<file path="config.mk">
export PLATFORM = sky130hd
export DESIGN_NAME = axi_wr_pair_buffer
export DESIGN_NICKNAME = d
export VERILOG_FILES = /design/src/rtl/axi_wr_pair_buffer_pkg.sv /design/src/rtl/axi_beat_fifo.sv /design/src/rtl/axi_wr_pair_buffer.sv
export SDC_FILE = /design/constraint.sdc
export NUM_CORES = 1
export LEC_CHECK = 0
export BUFFER_PORTS_ARGS = -buffer_cell sky130_fd_sc_hd__buf_2
export CORE_UTILIZATION = 60
export DETAILED_ROUTE_END_ITERATION = 10
export GPL_ROUTABILITY_DRIVEN = 1
export PLACE_DENSITY_LB_ADDON = 0.1
export SETUP_SLACK_MARGIN = 0.05
export SLEW_MARGIN = 5
export SYNTH_ARGS = -nofsm -noshare
export SYNTH_HDL_FRONTEND = slang
export SYNTH_HIERARCHICAL = 1
export SYNTH_SLANG_ARGS = --single-unit
export TNS_END_PERCENT = 100
</file>
<file path="constraint.sdc">
create_clock -name clk -period 9.5 [get_ports clk]
set_clock_uncertainty 0.1 [all_clocks]
set_input_delay 0.95 -clock clk [delete_from_list [all_inputs] [get_ports clk]]
set_output_delay 0.95 -clock clk [all_outputs]
set_load 0.01 [all_outputs]
</file>
<file path="src/rtl/axi_wr_pair_buffer_pkg.sv">
// Shared types and constants for the AXI write pair buffer.
// Default beat layout, drop counter width and a saturating increment.
package axi_wr_pair_buffer_pkg;

  localparam int ADDR = 32;
  localparam int DATA = 32;
  localparam int STRB = 4;
  localparam int DROP_CNT_W = 16;

  typedef struct packed {
    logic [ADDR-1:0] addr;
    logic [DATA-1:0] data;
    logic [STRB-1:0] strb;
  } axiWrPairSt;

  function automatic logic [DROP_CNT_W-1:0] satInc(
    input logic [DROP_CNT_W-1:0] v
  );
    return (&v) ? v : v + 1'b1;
  endfunction

endpackage

</file>
<file path="src/rtl/axi_beat_fifo.sv">
// Synchronous FIFO with registered ready and occupancy level.
// Pointers carry one extra wrap bit to tell full from empty.
module axi_beat_fifo #(
  parameter int WIDTH = 32,
  parameter int DEPTH = 4
) (
  input  logic                         clk,
  input  logic                         rst_n,
  input  logic                         pushValid,
  output logic                         pushReady,
  input  logic [WIDTH-1:0]             pushData,
  input  logic                         popEn,
  output logic [WIDTH-1:0]             popData,
  output logic                         empty,
  output logic [$clog2(DEPTH+1)-1:0]   level
);

  localparam int AW = $clog2(DEPTH);
  localparam int PW = AW + 1;

  generate
    if (DEPTH < 2 || (1 << AW) != DEPTH) begin : gBadDepth
      $error("axi_beat_fifo: DEPTH must be a power of two >= 2");
    end
  endgenerate

  logic [WIDTH-1:0] mem [DEPTH];
  logic [PW-1:0]    wrPtr;
  logic [PW-1:0]    rdPtr;
  logic [PW-1:0]    wrPtrNext;
  logic [PW-1:0]    rdPtrNext;
  logic             push;
  logic             pop;
  logic             fullNext;

  assign empty = (wrPtr == rdPtr);
  assign push  = pushValid && pushReady;
  assign pop   = popEn && !empty;

  assign wrPtrNext = wrPtr + PW'(push);
  assign rdPtrNext = rdPtr + PW'(pop);

  // Ready looks at next-cycle occupancy, so a pop frees a slot one cycle late
  assign fullNext =
    (wrPtrNext[PW-1] != rdPtrNext[PW-1]) &&
    (wrPtrNext[AW-1:0] == rdPtrNext[AW-1:0]);

  always_ff @(posedge clk or negedge rst_n) begin
    if (!rst_n) begin
      wrPtr     <= '0;
      rdPtr     <= '0;
      pushReady <= 1'b0;
    end else begin
      wrPtr     <= wrPtrNext;
      rdPtr     <= rdPtrNext;
      pushReady <= !fullNext;
    end
  end

  always_ff @(posedge clk) begin
    if (push) begin
      mem[wrPtr[AW-1:0]] <= pushData;
    end
  end

  assign popData = mem[rdPtr[AW-1:0]];
  assign level   = wrPtr - rdPtr;

endmodule

</file>
<file path="src/rtl/axi_wr_pair_buffer.sv">
// Pairs independently queued AW and W beats into one write beat.
// Optionally discards pairs whose strobe is all-zero.
module axi_wr_pair_buffer
  import axi_wr_pair_buffer_pkg::*;
#(
  parameter int ADDR_WIDTH     = ADDR,
  parameter int DATA_WIDTH     = DATA,
  parameter int STRB_WIDTH     = DATA_WIDTH / 8,
  parameter int DEPTH          = 4,
  parameter bit DROP_NULL_STRB = 1'b0
) (
  input  logic                         clk,
  input  logic                         rst_n,
  input  logic                         aw_valid,
  output logic                         aw_ready,
  input  logic [ADDR_WIDTH-1:0]        aw_addr,
  input  logic                         w_valid,
  output logic                         w_ready,
  input  logic [DATA_WIDTH-1:0]        w_data,
  input  logic [STRB_WIDTH-1:0]        w_strb,
  output logic                         out_valid,
  input  logic                         out_ready,
  output logic [ADDR_WIDTH-1:0]        out_addr,
  output logic [DATA_WIDTH-1:0]        out_data,
  output logic [STRB_WIDTH-1:0]        out_strb,
  output logic [$clog2(DEPTH+1)-1:0]   aw_level,
  output logic [$clog2(DEPTH+1)-1:0]   w_level,
  output logic [DROP_CNT_W-1:0]        drop_count
);

  localparam int WW = DATA_WIDTH + STRB_WIDTH;

  generate
    if (STRB_WIDTH != DATA_WIDTH / 8 || DATA_WIDTH < 8 ||
        DATA_WIDTH % 8 != 0) begin : gBadWidth
      $error("axi_wr_pair_buffer: bad DATA/STRB width");
    end
  endgenerate

  logic [ADDR_WIDTH-1:0] awHead;
  logic [WW-1:0]         wHead;
  logic [STRB_WIDTH-1:0] headStrb;
  logic                  awEmpty;
  logic                  wEmpty;
  logic                  pairAvail;
  logic                  nullHead;
  logic                  dropPop;
  logic                  pop;

  axi_beat_fifo #(
    .WIDTH (ADDR_WIDTH),
    .DEPTH (DEPTH)
  ) uAwFifo (
    .clk       (clk),
    .rst_n     (rst_n),
    .pushValid (aw_valid),
    .pushReady (aw_ready),
    .pushData  (aw_addr),
    .popEn     (pop),
    .popData   (awHead),
    .empty     (awEmpty),
    .level     (aw_level)
  );

  axi_beat_fifo #(
    .WIDTH (WW),
    .DEPTH (DEPTH)
  ) uWFifo (
    .clk       (clk),
    .rst_n     (rst_n),
    .pushValid (w_valid),
    .pushReady (w_ready),
    .pushData  ({w_data, w_strb}),
    .popEn     (pop),
    .popData   (wHead),
    .empty     (wEmpty),
    .level     (w_level)
  );

  assign headStrb  = wHead[STRB_WIDTH-1:0];
  assign pairAvail = !awEmpty && !wEmpty;
  assign nullHead  = DROP_NULL_STRB && (headStrb == '0);
  assign dropPop   = pairAvail && nullHead;
  assign out_valid = pairAvail && !nullHead;
  assign pop       = (out_valid && out_ready) || dropPop;

  // Fields are masked while idle so the port reads zero out of reset
  assign out_addr = out_valid ? awHead : '0;
  assign out_data = out_valid ? wHead[WW-1:STRB_WIDTH] : '0;
  assign out_strb = out_valid ? headStrb : '0;

  always_ff @(posedge clk or negedge rst_n) begin
    if (!rst_n) begin
      drop_count <= '0;
    end else if (dropPop) begin
      drop_count <= satInc(drop_count);
    end
  end

endmodule
</file>
# Word-level counts from Yosys, hierarchy flattened

Memories as Yosys holds them, arrays and structs flattened.
Index checks and enable logic that the tools add are counted.

RAM bits: 272
Word-level logic and storage cells: 39
Register bits: 14
Memories: 2
Input bits: 73

Add/sub/neg operators: 6
Eq/ne operators: 6
Reductions and logical operators: 12
Mux-type cells: 7

Memories:

| memory      | depth | width | rd ports | clocked after Yosys merged registers in | write ports | line                | RTL |
|---|---|---|---|---|---|---|---|
| uWFifo.mem  | 4     | 36    | 1        | 0                                       | 1           | axi_beat_fifo.sv:27 | `logic [WIDTH-1:0] mem [DEPTH];` |
| uAwFifo.mem | 4     | 32    | 1        | 0                                       | 1           | axi_beat_fifo.sv:27 |  |

Operator list:

| cell                | number |
|---|---|
| $mux W32            | 2 |
| $add A3 B1 Y3       | 4 |
| $logic_and A1 B1 Y1 | 8 |
| $eq A3 B3 Y1        | 2 |
| $sub A3 B3 Y3       | 2 |
| $eq A2 B2 Y1        | 2 |
| $logic_not A1 Y1    | 4 |
| $mux W1             | 4 |
| $mux W4             | 1 |
| $ne A1 B1 Y1        | 2 |

# Depth between registers and ports, before layout

Depth after elaboration: 9
Mapped depth: 14
Gate-level depth less buffers: 10

# Hierarchy

Netlist, hierarchy kept.

Modules (own cells, without submodules):

| module                   | sequential area each (um^2) | cells an instance | times used | area an instance (um^2) |
|---|---|---|---|---|
| axi_beat_fifo at uWFifo  | 4,499.3                     | 224               | 1          | 5,582.9 |
| axi_beat_fifo at uAwFifo | 4,018.9                     | 204               | 1          | 5,009.8 |
| axi_wr_pair_buffer       | 0.0                         | 103               | 1          | 1,171.1 |

# Least setup slack after synthesis

No wires, ideal clock.

Kind: input -> register
Start point: input w_valid
End point: memory uWFifo/mem[2][0] (netlist bit), enable pin
Arrival time: 3.499 ns
Setup time: 0.474 ns
Buffers on the path: 0
Slack: 5.427 ns
Stages: 2
Cell sequence: nand2_1 > nor3_1

Cells in the longest elaborated chain, start to end: 3

RTL lines:

| item                          | line                     | RTL |
|---|---|---|
| start: declaration            | axi_wr_pair_buffer.sv:17 | `input logic w_valid,` |
| $logic_and A1 B1 Y1           | axi_beat_fifo.sv:37      | `assign push = pushValid && pushReady;` |
| $mux W1                       | axi_beat_fifo.sv:61      | `if (push) begin` |
| $mux W1 (not written as such) | axi_beat_fifo.sv:62      | `mem[wrPtr[AW-1:0]] <= pushData;` |
| end: declaration              | axi_beat_fifo.sv:27      |  |

Every way passes these cells.

# Final worst setup path

Start point: register uWFifo.rdPtr[1]
End point: output out_strb[0]

Cells in the longest elaborated chain, start to end: 4
Elaborated cells on any way between the ends: 5
Classes of those cells: eq/ne (1); mux (1); reduce/logical (2); memory (1)

RTL lines:

| item                     | line                     | RTL |
|---|---|---|
| start: declaration       | axi_beat_fifo.sv:29      | `logic [PW-1:0] rdPtr;` |
| start signal: assignment | axi_beat_fifo.sv:55      | `rdPtr <= rdPtrNext;` |
| $eq A3 B3 Y1             | axi_beat_fifo.sv:36      | `assign empty = (wrPtr == rdPtr);` |
| named net wEmpty         | axi_wr_pair_buffer.sv:44 | `logic wEmpty;` |
| $logic_not A1 Y1         | axi_wr_pair_buffer.sv:81 | `assign pairAvail = !awEmpty && !wEmpty;` |
| $logic_and A1 B1 Y1      | axi_wr_pair_buffer.sv:81 |  |
| $mux W4                  | axi_wr_pair_buffer.sv:90 | `assign out_strb = out_valid ? headStrb : '0;` |
| end: declaration         | axi_wr_pair_buffer.sv:25 | `output logic [STRB_WIDTH-1:0] out_strb,` |

The timed path passes the listed nets, and every way through them passes these cells.

==> flow_metrics.env <==
export IMPL_final_hold_slack_ns=0.204
export IMPL_timing_worst_setup_path_type="flop to output port"
export IMPL_hold_viol_final=0
export IMPL_run_status="finished clean"
export IMPL_required_ns=8.45
export IMPL_layout_cells_most_common="sky130_fd_sc_hd__edfxtp_1"
export IMPL_grt_pass1_vias=5815
export IMPL_clkTransAtPathRegs_ns=0.07
export IMPL_post_synth_inst_count=531
export IMPL_tritoncts="done"
export IMPL_grt_util_all_layers_pct=21.6
export IMPL_rows=50
export IMPL_synthesis_area_per_instance_um2=22.2
export IMPL_report_power_total_w=0.00496
export IMPL_routability_driven_placement_congestion_ratio=0.746
export IMPL_gr_ovfl_total=0
export IMPL_post_synth_design_cell_area_um2=11800
export IMPL_cp_buffers_inverters=3
export IMPL_power_leakage_nw=4.91
export IMPL_timing_max_cap_violations=0
export IMPL_finalSetupViolations=0
export IMPL_dp_final_hpwl_um=12200
export IMPL_cts_buffers=28
export IMPL_crit_slowest_cell="sky130_fd_sc_hd__dfrtp_2"
export IMPL_power_density_nw_per_um2=364
export IMPL_sinks_on_clock_net=286
export IMPL_timing_max_slew_rel_slack_pct=15.8
export IMPL_critical_path_arrival_ns=3.56
export IMPL_cts_hold_buffers=0
export IMPL_die_height_um=142
export IMPL_cts_root_to_sink_buffers=3
export IMPL_ios=166
export IMPL_path_delay_family="buffers and inverters"
export IMPL_flow_area_growth_from_synthesis_pct=15.9
export IMPL_layout_worst_path_cycle_share_pct=48.5
export IMPL_htreeDepth=1
export IMPL_drc_markers=0
export IMPL_slew_viol_final=0
export IMPL_die_area_um2=20200
export IMPL_synth_sequential_area_ratio_pct=72.4
export IMPL_drt_vias_per_instance=5.66
export IMPL_wirelength_um=20800
export IMPL_drtPass1Iterations=4
export IMPL_worst_r2r_cell_count=11
export IMPL_drtIter0Drc=287
export IMPL_grt_setup_unrepaired="no"
export IMPL_die_width_um=142
export IMPL_drt_antenna_violating_nets=0
export IMPL_timing_reg2reg_setup_slack_ns=5.30
export IMPL_max_slew_worst_pin_slew_ns=1.26
export IMPL_yosys_warnings=6
export IMPL_critical_path_endpoint_type="output port"
export IMPL_grt_busiest_layer="met2"
export IMPL_worst_r2r_endpoint="uWFifo/pushReady"
export IMPL_achievable_frequency_mhz=217
export IMPL_core_area_um2=19000
export IMPL_start_util_pct=62.1
export IMPL_post_cts_setup_buffers=0
export IMPL_critical_path_reg2reg_startpoint="uWFifo/rdPtr[1]"
export IMPL_antenna_found_initial=4
export IMPL_layout_cells_most_common_list="sky130_fd_sc_hd__edfxtp_1 (272), sky130_fd_sc_hd__buf_2 (149), sky130_fd_sc_hd__nor3b_2 (69)"
export IMPL_type_of_the_tightest_min_delay_check="input port to async pin"
export IMPL_port_buffers=149
export IMPL_max_vdd_ir_drop_v=0.000603
export IMPL_synth_seq_cells=286
export IMPL_gr_usage_met1_pct=30.5
export IMPL_routedWlPerCell_um=21.3
export IMPL_insertion_delay_ns=0.53
export IMPL_globalRouteMet3Util_pct=4.51
export IMPL_grt_start_max_net_pins=72
export IMPL_nets=775
export IMPL_final_layout_size_suffix_gt1_share_pct=50.4
export IMPL_cts_repair_resized=0
export IMPL_synth_lib_cells_used_distinct=21
export IMPL_sequence_of_cells_on_the_critical_path="inv_1 -> ha_1 -> and3_4 -> buf_4 -> nor3b_2 -> buf_2"
export IMPL_fin_crit_ns=4.61
export IMPL_global_route_usage_met2_pct=34.9
export IMPL_critPathMaxStageDelay_ns=1.05
export IMPL_totalNegativeSetupSlack_ns=0
export IMPL_route_vias_total=5508
export IMPL_cts_root_buffer="sky130_fd_sc_hd__clkbuf_16"
export IMPL_grt_first_pass_wirelength_um=32400
export IMPL_maximum_fanout_count_along_the_critical_path=71
export IMPL_sort_of_element_at_the_start_of_the_critical_path="flop"
-- cell families after synthesis --
group	after synthesis	share of synthesized area, %
simple gates	88	8.14
fa+ha+maj	14	1.62
buf+inv	60	3.74
xor+xnor	14	1.04
flops	286	72.4
other cells	1	0.0319
mux	68	13.0
-- metrics by stage --
| stage | instances | worst slack, ns | instance area, µm² | util (%) |
|---|---|---|---|---|
| after CTS | 970 | 4.86 | 13600 | 71.9 |
| after detailed placement | 918 | 5.20 | 12600 | 66.7 |
| final | 974 | 4.89 | 13600 | 71.9 |
| after floorplan | 546 | 5.43 | 11800 | - |
| after global routing | 971 | 4.75 | 13600 | 71.9 |
| after global placement | 918 | 5.29 | 12600 | 66.7 |
-- synthesized netlist by cell type, drive strengths merged --
master,instances,share of area [%]
ha,12,1.3
mux4,68,13
nor3,4,0.17
dfrtp,14,3.0
nand3,2,0.085
clkbuf,4,0.13
xor2,8,0.60
inv,12,0.38
or3,2,0.11
xnor2,6,0.45
nor2b,2,0.11
and3,2,0.11
nor2,5,0.16
fa,2,0.34
nand2,2,0.064
buf,44,3.2
nor3b,69,7.3
conb,1,0.032
edfxtp,272,69
-- worst register-to-register path: cells and delay by family, from the launching register on --
| kind | cells | cell delay, ns |
|---|---|---|
| and+or+nand+nor | 4 | 0.85 |
| xor gates and xnor gates | 2 | 0.31 |
| buffers and inverters | 2 | 1.03 |
| adders and majority gates | 3 | 0.73 |
| DFF | 1 | 1.05 |
-- worst max path at each step --
stage	startpoint	endpoint	cells after the start
global route	uWFifo/rdPtr[1]	out_strb[0]	6
floorplan	w_valid	uWFifo/mem[2][0]	2
global placement	uWFifo/rdPtr[1]	uWFifo/pushReady	11
CTS	uWFifo/rdPtr[1]	out_strb[0]	6
finish	uWFifo/rdPtr[1]	out_strb[0]	6
detailed placement	uWFifo/rdPtr[1]	uWFifo/pushReady	11
-- cell type report --
cell class	count	area, µm²
repair buffers	160	828
diodes	4	10.0
inverters	12	45.0
clock inverters	11	83.8
multi-input cells	200	2920
well taps	260	325
clock buffers	41	895
flip-flops and latches	286	8520
fillers	1191	5330
-- sequential cells by signal (all words and copies together), names as in the netlist --
register / cells
uWFifo/pushReady: 1
uAwFifo/rdPtr: 3
uWFifo/rdPtr: 3
uAwFifo/wrPtr: 3
uWFifo/mem: 144
uAwFifo/pushReady: 1
uWFifo/wrPtr: 3
uAwFifo/mem: 128
-- per-layer routing --
layer | part of all wire (%) | routed length (µm)
met2 | 50 | 10400
met1 | 43 | 8890
met5 | 0 | 0
met4 | 1.5 | 301
met3 | 5.9 | 1220
-- where the power goes --
| group | internal, W | switching [W] | total, W |
|---|---|---|---|
| combinational | 0.000950 | 0.00111 | 0.00206 |
| clock | 0.000679 | 0.000447 | 0.00113 |
| sequential | 0.00166 | 0.000112 | 0.00177 |
| total | 0.00329 | 0.00167 | 0.00496 |
(Power assumes the default switching activity.)
